[src/rtl/pwm_nch_dt.sv]
// Multi-channel PWM with double-buffered duty, edge/center counting and per-channel deadtime.
// Optional fault latch enabled by defining PWM_FAULT_EN.
module pwm_nch_dt #(
  parameter int WIDTH = 11,
  parameter int NCH   = 3,
  parameter int DT_W  = 6
) (
  input  logic                 clk,
  input  logic                 rst_n,
  input  logic                 en,
  input  logic                 center,
  input  logic [NCH*WIDTH-1:0] duty_in,
  input  logic                 duty_wr,
  input  logic [DT_W-1:0]      dt,
`ifdef PWM_FAULT_EN
  input  logic                 fault,
  input  logic                 fault_clr,
  output logic                 fault_lat,
`endif
  output logic [NCH-1:0]       pwm_hi,
  output logic [NCH-1:0]       pwm_lo,
  output logic                 period_start
);

  localparam logic [WIDTH-1:0] MAX_C   = {WIDTH{1'b1}};
  localparam logic [WIDTH-1:0] ONE_C   = {{(WIDTH-1){1'b0}}, 1'b1};
  localparam logic [WIDTH-1:0] ZERO_C  = {WIDTH{1'b0}};
  localparam logic [DT_W-1:0]  DT_ONE_C  = {{(DT_W-1){1'b0}}, 1'b1};
  localparam logic [DT_W-1:0]  DT_ZERO_C = {DT_W{1'b0}};

  logic [WIDTH-1:0]           cnt_r, cnt_nxt_s;
  logic                       dir_up_r, dir_up_nxt_s;
  logic                       run_r;
  logic                       mode_act_r;
  logic [NCH*WIDTH-1:0]       shadow_r, duty_act_r;
  logic                       boundary_s;
  logic                       period_start_r;
  logic [NCH-1:0]             raw_s, raw_q_r, hist_r;
  logic [NCH-1:0][DT_W-1:0]   dcnt_r, dcnt_nxt_s;
  logic [NCH-1:0]             hi_nxt_s, lo_nxt_s, pwm_hi_r, pwm_lo_r;
  logic                       restart_s;
  logic                       block_s;

  // Next count: first enabled edge restarts at 0; center mode turns around at MAX and at 1
  always_comb begin
    cnt_nxt_s    = ZERO_C;
    dir_up_nxt_s = 1'b1;
    if (!en || !run_r) begin
      cnt_nxt_s    = ZERO_C;
      dir_up_nxt_s = 1'b1;
    end else if (!mode_act_r) begin
      cnt_nxt_s    = cnt_r + ONE_C;
      dir_up_nxt_s = 1'b1;
    end else if (dir_up_r) begin
      if (cnt_r == MAX_C) begin
        cnt_nxt_s    = MAX_C - ONE_C;
        dir_up_nxt_s = 1'b0;
      end else begin
        cnt_nxt_s    = cnt_r + ONE_C;
        dir_up_nxt_s = 1'b1;
      end
    end else begin
      cnt_nxt_s    = cnt_r - ONE_C;
      dir_up_nxt_s = (cnt_r == ONE_C);
    end
  end

  assign boundary_s = en && (cnt_nxt_s == ZERO_C);

  // Per-channel unsigned compare against the active duty
  always_comb begin
    raw_s = {NCH{1'b0}};
    for (int i = 0; i < NCH; i++) begin
      raw_s[i] = run_r && (cnt_r < duty_act_r[i*WIDTH +: WIDTH]);
    end
  end

  // Counter, run flag and double-buffered duty/mode registers
  always_ff @(posedge clk or negedge rst_n) begin
    if (!rst_n) begin
      cnt_r          <= ZERO_C;
      dir_up_r       <= 1'b1;
      run_r          <= 1'b0;
      mode_act_r     <= 1'b0;
      shadow_r       <= {(NCH*WIDTH){1'b0}};
      duty_act_r     <= {(NCH*WIDTH){1'b0}};
      period_start_r <= 1'b0;
    end else begin
      cnt_r          <= cnt_nxt_s;
      dir_up_r       <= dir_up_nxt_s;
      run_r          <= en;
      period_start_r <= boundary_s;
      if (duty_wr) begin
        shadow_r <= duty_in;
      end
      if (boundary_s) begin
        duty_act_r <= shadow_r;
        mode_act_r <= center;
      end
    end
  end

`ifdef PWM_FAULT_EN
  logic fault_lat_r, clr_pend_r, clr_now_s, fault_lat_nxt_s, clr_pend_nxt_s;

  // Fault latch: set immediately, cleared only on a boundary after a pending clear request
  always_comb begin
    clr_now_s = fault_lat_r && !fault && boundary_s && (clr_pend_r || fault_clr);
    if (fault) begin
      fault_lat_nxt_s = 1'b1;
      clr_pend_nxt_s  = 1'b0;
    end else if (clr_now_s) begin
      fault_lat_nxt_s = 1'b0;
      clr_pend_nxt_s  = 1'b0;
    end else if (fault_lat_r && fault_clr) begin
      fault_lat_nxt_s = 1'b1;
      clr_pend_nxt_s  = 1'b1;
    end else begin
      fault_lat_nxt_s = fault_lat_r;
      clr_pend_nxt_s  = clr_pend_r && fault_lat_r;
    end
  end

  // Fault latch registers
  always_ff @(posedge clk or negedge rst_n) begin
    if (!rst_n) begin
      fault_lat_r <= 1'b0;
      clr_pend_r  <= 1'b0;
    end else begin
      fault_lat_r <= fault_lat_nxt_s;
      clr_pend_r  <= clr_pend_nxt_s;
    end
  end

  assign restart_s = clr_now_s;
  assign block_s   = fault || (fault_lat_r && !clr_now_s);
  assign fault_lat = fault_lat_r;
`else
  assign restart_s = 1'b0;
  assign block_s   = 1'b0;
`endif

  // Deadtime: any raw_q edge (or fault restart) forces both sides low for dt cycles
  always_comb begin
    hi_nxt_s   = {NCH{1'b0}};
    lo_nxt_s   = {NCH{1'b0}};
    dcnt_nxt_s = dcnt_r;
    for (int i = 0; i < NCH; i++) begin
      if (!en || block_s) begin
        dcnt_nxt_s[i] = DT_ZERO_C;
      end else if (restart_s || (raw_q_r[i] != hist_r[i])) begin
        if (dt == DT_ZERO_C) begin
          hi_nxt_s[i]   = raw_q_r[i];
          lo_nxt_s[i]   = !raw_q_r[i];
          dcnt_nxt_s[i] = DT_ZERO_C;
        end else begin
          dcnt_nxt_s[i] = dt - DT_ONE_C;
        end
      end else if (dcnt_r[i] != DT_ZERO_C) begin
        dcnt_nxt_s[i] = dcnt_r[i] - DT_ONE_C;
      end else begin
        hi_nxt_s[i] = raw_q_r[i];
        lo_nxt_s[i] = !raw_q_r[i];
      end
    end
  end

  // Compare pipeline and registered gate-drive outputs
  always_ff @(posedge clk or negedge rst_n) begin
    if (!rst_n) begin
      raw_q_r  <= {NCH{1'b0}};
      hist_r   <= {NCH{1'b0}};
      dcnt_r   <= {(NCH*DT_W){1'b0}};
      pwm_hi_r <= {NCH{1'b0}};
      pwm_lo_r <= {NCH{1'b0}};
    end else begin
      raw_q_r  <= en ? raw_s : {NCH{1'b0}};
      hist_r   <= en ? raw_q_r : {NCH{1'b0}};
      dcnt_r   <= dcnt_nxt_s;
      pwm_hi_r <= hi_nxt_s;
      pwm_lo_r <= lo_nxt_s;
    end
  end

  assign pwm_hi       = pwm_hi_r;
  assign pwm_lo       = pwm_lo_r;
  assign period_start = period_start_r;

endmodule
[config.mk]
export PLATFORM = sky130hd
export DESIGN_NAME = pwm_nch_dt
export DESIGN_NICKNAME = d
export VERILOG_FILES = /design/src/rtl/pwm_nch_dt.sv
export SDC_FILE = /design/constraint.sdc
export NUM_CORES = 1
export LEC_CHECK = 0
export CAP_MARGIN = 20
export CORE_MARGIN = 4
export CORE_UTILIZATION = 35
export CTS_BUF_LIST = sky130_fd_sc_hd__clkbuf_8 sky130_fd_sc_hd__clkbuf_16
export DETAILED_ROUTE_END_ITERATION = 16
export PLACE_DENSITY_LB_ADDON = 0.05
export SETUP_SLACK_MARGIN = 0.05
export SLEW_MARGIN = 20
export SYNTH_ARGS = -nofsm -noshare
export SYNTH_HDL_FRONTEND = slang
export SYNTH_SLANG_ARGS = --single-unit
[constraint.sdc]
create_clock -name clk -period 7.05 [get_ports clk]
set_input_delay 1.41 -clock clk [delete_from_list [all_inputs] [get_ports clk]]
set_output_delay 1.41 -clock clk [all_outputs]
set_load 0.05 [all_outputs]
==> qor.yml, run 1 <==
rows: 47
drtPass1Iterations: 4
cp.arrival_ps: 4270
cts_root_buffer: "clkbuf_16"
num_vias: 4015
drv_cap: 0
drt-vias-per-instance: 5.03
grt_pass1_wl_um: 21300
clock_skew_ps: 6.40
hold_class: "reg -> reg"
ys.warnings.count: 0
dp_slack_ps: 2610
track_usage: 0.134
core_area_mm2: 0.0168
dieArea_mm2: 0.0194
cts-buffers-inserted: 9
relSlewSlack: 0.451
fin_crit_sh: 0.572
path_max_fanout: 35
grt_pass1_vias: 4205
p_per_area_mw_per_mm2: 259
grt_max_degree: 61
tns_ps: 0
synthFlopType: "dfrtp_1"
ioPinCount: 51
rsz0062_at_grt: "no"
worstSetupPathType: "in -> reg"
ant_nets: 0
ys_seq_elements: 111
setup_viol: 0
synth_cell_type_count: 54
yosysSeqAreaShare: 0.461
drc: 0
syn2layout_area_growth_pct: 16.0
end_kind: "register"
final-seq-area_mm2: 0.00278
peakVddDrop_v: 0.000120
wirelength_um: 12700
start_kind: "primary input"
syn_avg_cell_area_um2: 11.3
ys_async_sr_fraction: 1.00
max_freq_mhz: 248
cts.reportedPaths.clkPinSlew_ps: 70
die_x_um: 139
clk_path_buf_depth: 2
synth-edff-count: 0
gp_congestion: 0.804
fin_ws_ps: 3020
h-tree-depth: 3
io_buffer_count: 50
required_ps: 7290
dp_hpwl_um: 8900
syn-num-nets: 614
cts_tree: "done"
synthCells: 532
drv_slew: 0
p_leak_nw: 3.37
antenna_found_initial: 0
status: "finished clean"
hold_buffers: 0
postCtsSetupBuffers: 0
multi_input_area_mm2: 0.00295
cts_num_sinks: 111
antenna_cells: 0
fin_crit_ps: 4030
netlist_area_mm2: 0.00603
final_layout_size_suffix_gt1_frac: 0.171
nets: 656
avgRoutedWirePerCell_um: 15.8
gr-total-overflow: 0
clk_latency_ps: 350
worst_pin_slew_ps: 818
fillCellCount: 1614
start_util: 0.360
cts_resized: 0
drt_first_iter_violations: 172
fp.dieH_um: 139
hold_viol: 0
==> power by group <==
group / internal [W] / switching [W] / leakage (nW)
registers: 0.000742 / 0.0000713 / 1.37
logic: 0.000264 / 0.000244 / 1.86
clock network: 0.000251 / 0.000243 / 0.131
total: 0.00126 / 0.000558 / 3.37
==> cells by family (layout without fill, tap and decap cells) <==
kind of cell	Yosys count	count (layout)	synth area share
flip-flops	111	111	0.461
AND/OR/NAND/NOR	129	129	0.115
multiplexers	70	70	0.148
XOR/XNOR	23	23	0.0334
adder cells (fa/ha/maj)	38	38	0.0788
buffers and inverters	71	118	0.0496
AO/OA/AOI/OAI	90	90	0.114
==> sequential cells by signal, summed over array words and instances (netlist names) <==
| name | flops |
|---|---|
| duty_act_r | 33 |
| dcnt_r | 18 |
| hist_r | 3 |
| dir_up_r | 1 |
| cnt_r | 11 |
| shadow_r | 33 |
| mode_act_r | 1 |
| period_start | 1 |
| pwm_hi | 3 |
| run_r | 1 |
| pwm_lo | 3 |
| raw_q_r | 3 |
==> layout make-up <==
| type | count | area share |
|---|---|---|
| clock buffer | 10 | 0.0342 |
| timing repair buffer | 53 | 0.0744 |
| multi-input combinational | 350 | 0.422 |
| sequential | 111 | 0.397 |
| inverter | 49 | 0.0263 |
| tap | 220 | 0.0393 |
| clock inverter | 6 | 0.00644 |
==> synth_stat cells (2+ instances only) <==
cell | n | area share
a211oi_1 | 7 | 0.0087
nor2b_1 | 6 | 0.0062
o21a_1 | 2 | 0.0025
a31o_2 | 4 | 0.0058
buf_2 | 2 | 0.0017
nor3b_1 | 6 | 0.0075
nor2_1 | 32 | 0.020
mux2_2 | 38 | 0.071
o31a_1 | 3 | 0.0044
clkbuf_1 | 16 | 0.010
a21oi_1 | 25 | 0.021
and2_1 | 15 | 0.016
buf_6 | 4 | 0.0075
xnor2_1 | 11 | 0.016
mux2i_1 | 3 | 0.0050
ha_1 | 38 | 0.079
inv_1 | 49 | 0.030
a21o_1 | 15 | 0.019
nand4_1 | 3 | 0.0031
o22ai_1 | 6 | 0.0062
o211a_1 | 3 | 0.0050
nand3_1 | 10 | 0.0083
o21ai_0 | 2 | 0.0017
and4_1 | 3 | 0.0044
a221o_1 | 2 | 0.0033
and3_1 | 5 | 0.0052
o221ai_1 | 2 | 0.0029
a21boi_0 | 3 | 0.0037
or3_1 | 6 | 0.0062
nand2b_1 | 4 | 0.0041
nand2_1 | 18 | 0.011
xor2_1 | 12 | 0.017
a2111oi_0 | 3 | 0.0044
o2111ai_1 | 3 | 0.0044
nor3_1 | 14 | 0.012
nand3b_1 | 2 | 0.0025
mux2_4 | 29 | 0.072
dfrtp_1 | 110 | 0.46
==> worst max-delay path: stages <==
cell and delay [ps]:
clkdlybuf4s50_1 450, buf_4 260, nand2_1 410, a41oi_1 290
o21ai_0 110, a21oi_1 280, a2111oi_4 70, nand3_4 520
mux2_2 400
==> final timing paths <==
kind	slack, ps	from	end	cells past startpoint
setup / recovery	3020	en	duty_act_r[28]	9
max in group asynchronous	4750	rst_n	shadow_r[27]	2
hold reg to reg	480	raw_q_r[0]	pwm_lo[0]	1
hold / removal	480	raw_q_r[0]	pwm_lo[0]	1
min in group asynchronous	1070	rst_n	dcnt_r[15]	1
setup reg to reg	3560	cnt_r[0]	duty_act_r[16]	8
==> cells in the final DEF (no fill, tap or decap), types with 14 or more instances in the layout <==
master	instances
nor2_1	32
clkdlybuf4s50_1	49
nor3_1	14
ha_1	38
a21oi_1	25
inv_1	49
and2_1	15
nand2_1	18
mux2_2	38
dfrtp_1	110
a21o_1	15
mux2_4	29
==> through the flow <==
stage	hold WS, ps	utilization	cells	area, um^2	total power, W
after floorplan	435	-	532	6030	0.00121
after global placement	465	0.400	783	6710	0.00133
after detailed placement	465	0.400	783	6710	0.00134
after CTS	480	0.417	799	7000	0.00185
after global routing	493	0.417	799	7000	0.00194
final	481	0.417	799	7000	0.00181
==> per-layer routing <==
metal / wire [um] / vias to the layer above / track usage
li1: - / 1951 / -
met1: 5720 / 1975 / 0.171
met2: 6280 / 72 / 0.227
met3: 422 / 17 / 0.0285
met4: 243 / 0 / 0.0479
met5: 0 / - / 0
Note: power is estimated with default switching activity, not from simulation.
==> run 2: changes to the inputs <==
==> constraint.sdc (replaced) <==
create_clock -name clk -period 4.15 [get_ports clk]
set_input_delay 0.83 -clock clk [delete_from_list [all_inputs] [get_ports clk]]
set_output_delay 0.83 -clock clk [all_outputs]
set_load 0.05 [all_outputs]
==> run 2 against run 1 <==
Compared with the run above: worst hold slack improved by 3.6 ps; sequential power rose by 70%; largest power group unchanged; register-to-register slack got worse by 2900 ps; global-route usage rose by 0.19 points; first-iteration DRC count rose by 32%; via count barely moved.
==> qor.yml, run 2 (synthesized netlist as in run 1, its figures left out) <==
status: "finished clean"  # unchanged
power.total_w: 0.00313  # was 0.00181 W
hold_class: "reg -> reg"  # unchanged
ioPinCount: 51  # unchanged
io_buffer_count: 50  # unchanged
track_usage: 0.136  # was 0.134
grt_pass1_vias: 4153  # was 4205
fillCellCount: 1617  # was 1614
max_freq_mhz: 283
wirelength_um: 12700  # about the same
holdPathEnd: "pwm_lo[0]"  # unchanged
final_layout_size_suffix_gt1_frac: 0.171  # about the same
post-route-util: 0.419  # was 0.417
cp.arrival_ps: 3760  # was 4270 ps
drt_first_iter_violations: 227  # was 172
hold_depth: 1  # unchanged
end_kind: "register"  # unchanged
clk_path_buf_depth: 2  # unchanged
clk_latency_ps: 350  # about the same
r2r-start: "cnt_r[0]"  # unchanged
hold_buffers: 0  # unchanged
fin_crit_sh: 0.850
ant_nets: 0  # unchanged
worst_pin_slew_ps: 813  # was 818 ps
die_x_um: 139  # unchanged
tns_ps: 0  # unchanged
postCtsSetupBuffers: 0  # unchanged
cts_resized: 0  # unchanged
path_max_fanout: 25  # was 35
cts_root_buffer: "clkbuf_16"  # unchanged
crit_chain: "ha_1 -> and4_1 -> a41oi_2 -> a221o_1 -> a21oi_2 -> a2111oi_4 -> nand3_4 -> buf_4 -> mux2_4"  # was clkdlybuf4s50_1 -> buf_4 -> nand2_1 -> a41oi_1 -> o21ai_0 -> a21oi_1 -> a2111oi_4 -> nand3_4 -> mux2_2
rows: 47  # unchanged
worstSetupPathType: "reg -> reg"  # was in -> reg
h-tree-depth: 3  # unchanged
peakVddDrop_v: 0.000213  # was 0.000120 V
start_kind: "register"  # was primary input
reg2reg_slack_ps: 620  # was 3560 ps
ff2ff_path_depth: 9  # was 8
fp.dieH_um: 139  # unchanged
dieArea_mm2: 0.0194  # unchanged
grt_pass1_wl_um: 21300  # about the same
num_vias: 4012  # was 4015
clock_skew_ps: 7.37  # was 6.40 ps
gr-total-overflow: 0  # unchanged
core_area_mm2: 0.0168  # unchanged
worstReg2RegEnd: "duty_act_r[3]"  # was duty_act_r[16]
hp-start: "raw_q_r[0]"  # unchanged
antenna_found_initial: 0  # unchanged
top_regs: "duty_act_r: 33 flops, shadow_r: 33 flops, dcnt_r: 18 flops"  # unchanged
relSlewSlack: 0.454  # was 0.451
antenna_cells: 0  # unchanged
drt-vias-per-instance: 5.02  # was 5.03
p_leak_nw: 3.39  # was 3.37 nW
hold_viol: 0  # unchanged
nets: 658  # was 656
grt_max_degree: 60  # was 61
cts.reportedPaths.clkPinSlew_ps: 70  # about the same
mostFrequentLayoutCells: "dfrtp_1 (110), inv_1 (50), clkdlybuf4s50_1 (49)"  # was dfrtp_1 (110), inv_1 (49), clkdlybuf4s50_1 (49)
setup_viol: 0  # unchanged
p_per_area_mw_per_mm2: 446  # was 259 mW/mm^2
max_stage_delay_ps: 530  # was 520 ps
cts_num_sinks: 111  # unchanged
rsz0062_at_grt: "no"  # unchanged
drtPass1Iterations: 4  # unchanged
drc: 0  # unchanged
cts_tree: "done"  # unchanged
syn2layout_area_growth_pct: 16.5  # was 16.0%
required_ps: 4380  # was 7290 ps
final_common_cell: "dfrtp_1"  # unchanged
dp_hpwl_um: 8990  # was 8900 um
crit_path_top_delay_cell: "dfrtp_1"  # was nand3_4
drv_slew: 0  # unchanged
drv_cap: 0  # unchanged
cts-buffers-inserted: 9  # unchanged
avgRoutedWirePerCell_um: 15.9  # was 15.8 um
gp_congestion: 0.839  # was 0.804
fin_crit_ps: 3530
start_util: 0.360  # unchanged
==> run 2: layout make-up <==
cell class,count,area (um^2),share of cell area
multi-input cells,350,2950,0.420
inverters,49,184,0.0262
clock inverters,4,46.3,0.00659
flip-flops and latches,111,2780,0.396
repair buffers,55,536,0.0762
clock buffers,11,253,0.0360
well taps,220,275,0.0392
==> run 2: where the power goes <==
part           leakage, nW  internal (W)  switching (W)
Combinational         1.87      0.000450       0.000422
Clock                0.149      0.000495       0.000385
Sequential            1.37       0.00126       0.000121
==> run 2: metrics by stage <==
stage                     worst slack (ps)  std cells  instance area (um^2)  hold WS (ps)
after floorplan                       1460        532                  6030           435
after global placement                 476        785                  6730           474
after detailed placement               425        785                  6730           474
after CTS                              608        800                  7030           486
after global routing                   438        800                  7030           512
final                                  623        800                  7030           485
==> run 2: critical path: cells and delay by family (launching register included) <==
kind                     cells  cell delay (ps)
AO/OA/AOI/OAI                4             1110
flip-flops                   1              530
buffers and inverters        1              390
multiplexers                 1              310
adder cells (fa/ha/maj)      1              300
AND/OR/NAND/NOR              2              750
==> run 2: worst max-delay path by stage <==
| stage | slack (ps) | end | from |
|---|---|---|---|
| after floorplan | 1460 | duty_act_r[0] | cnt_r[1] |
| after global placement | 480 | duty_act_r[11] | en |
| after detailed placement | 420 | duty_act_r[10] | en |
| after CTS | 610 | duty_act_r[10] | cnt_r[0] |
| after global routing | 440 | duty_act_r[3] | cnt_r[0] |
| final | 620 | duty_act_r[3] | cnt_r[0] |
==> run 2: per-layer routing <==
| layer | up-vias | track usage | routed length (um) |
|---|---|---|---|
| met5 | - | 0 | 0 |
| met4 | 0 | 0.0566 | 232 |
| met3 | 16 | 0.0250 | 470 |
| met2 | 80 | 0.229 | 6200 |
| met1 | 1959 | 0.173 | 5830 |
| li1 | 1957 | - | - |
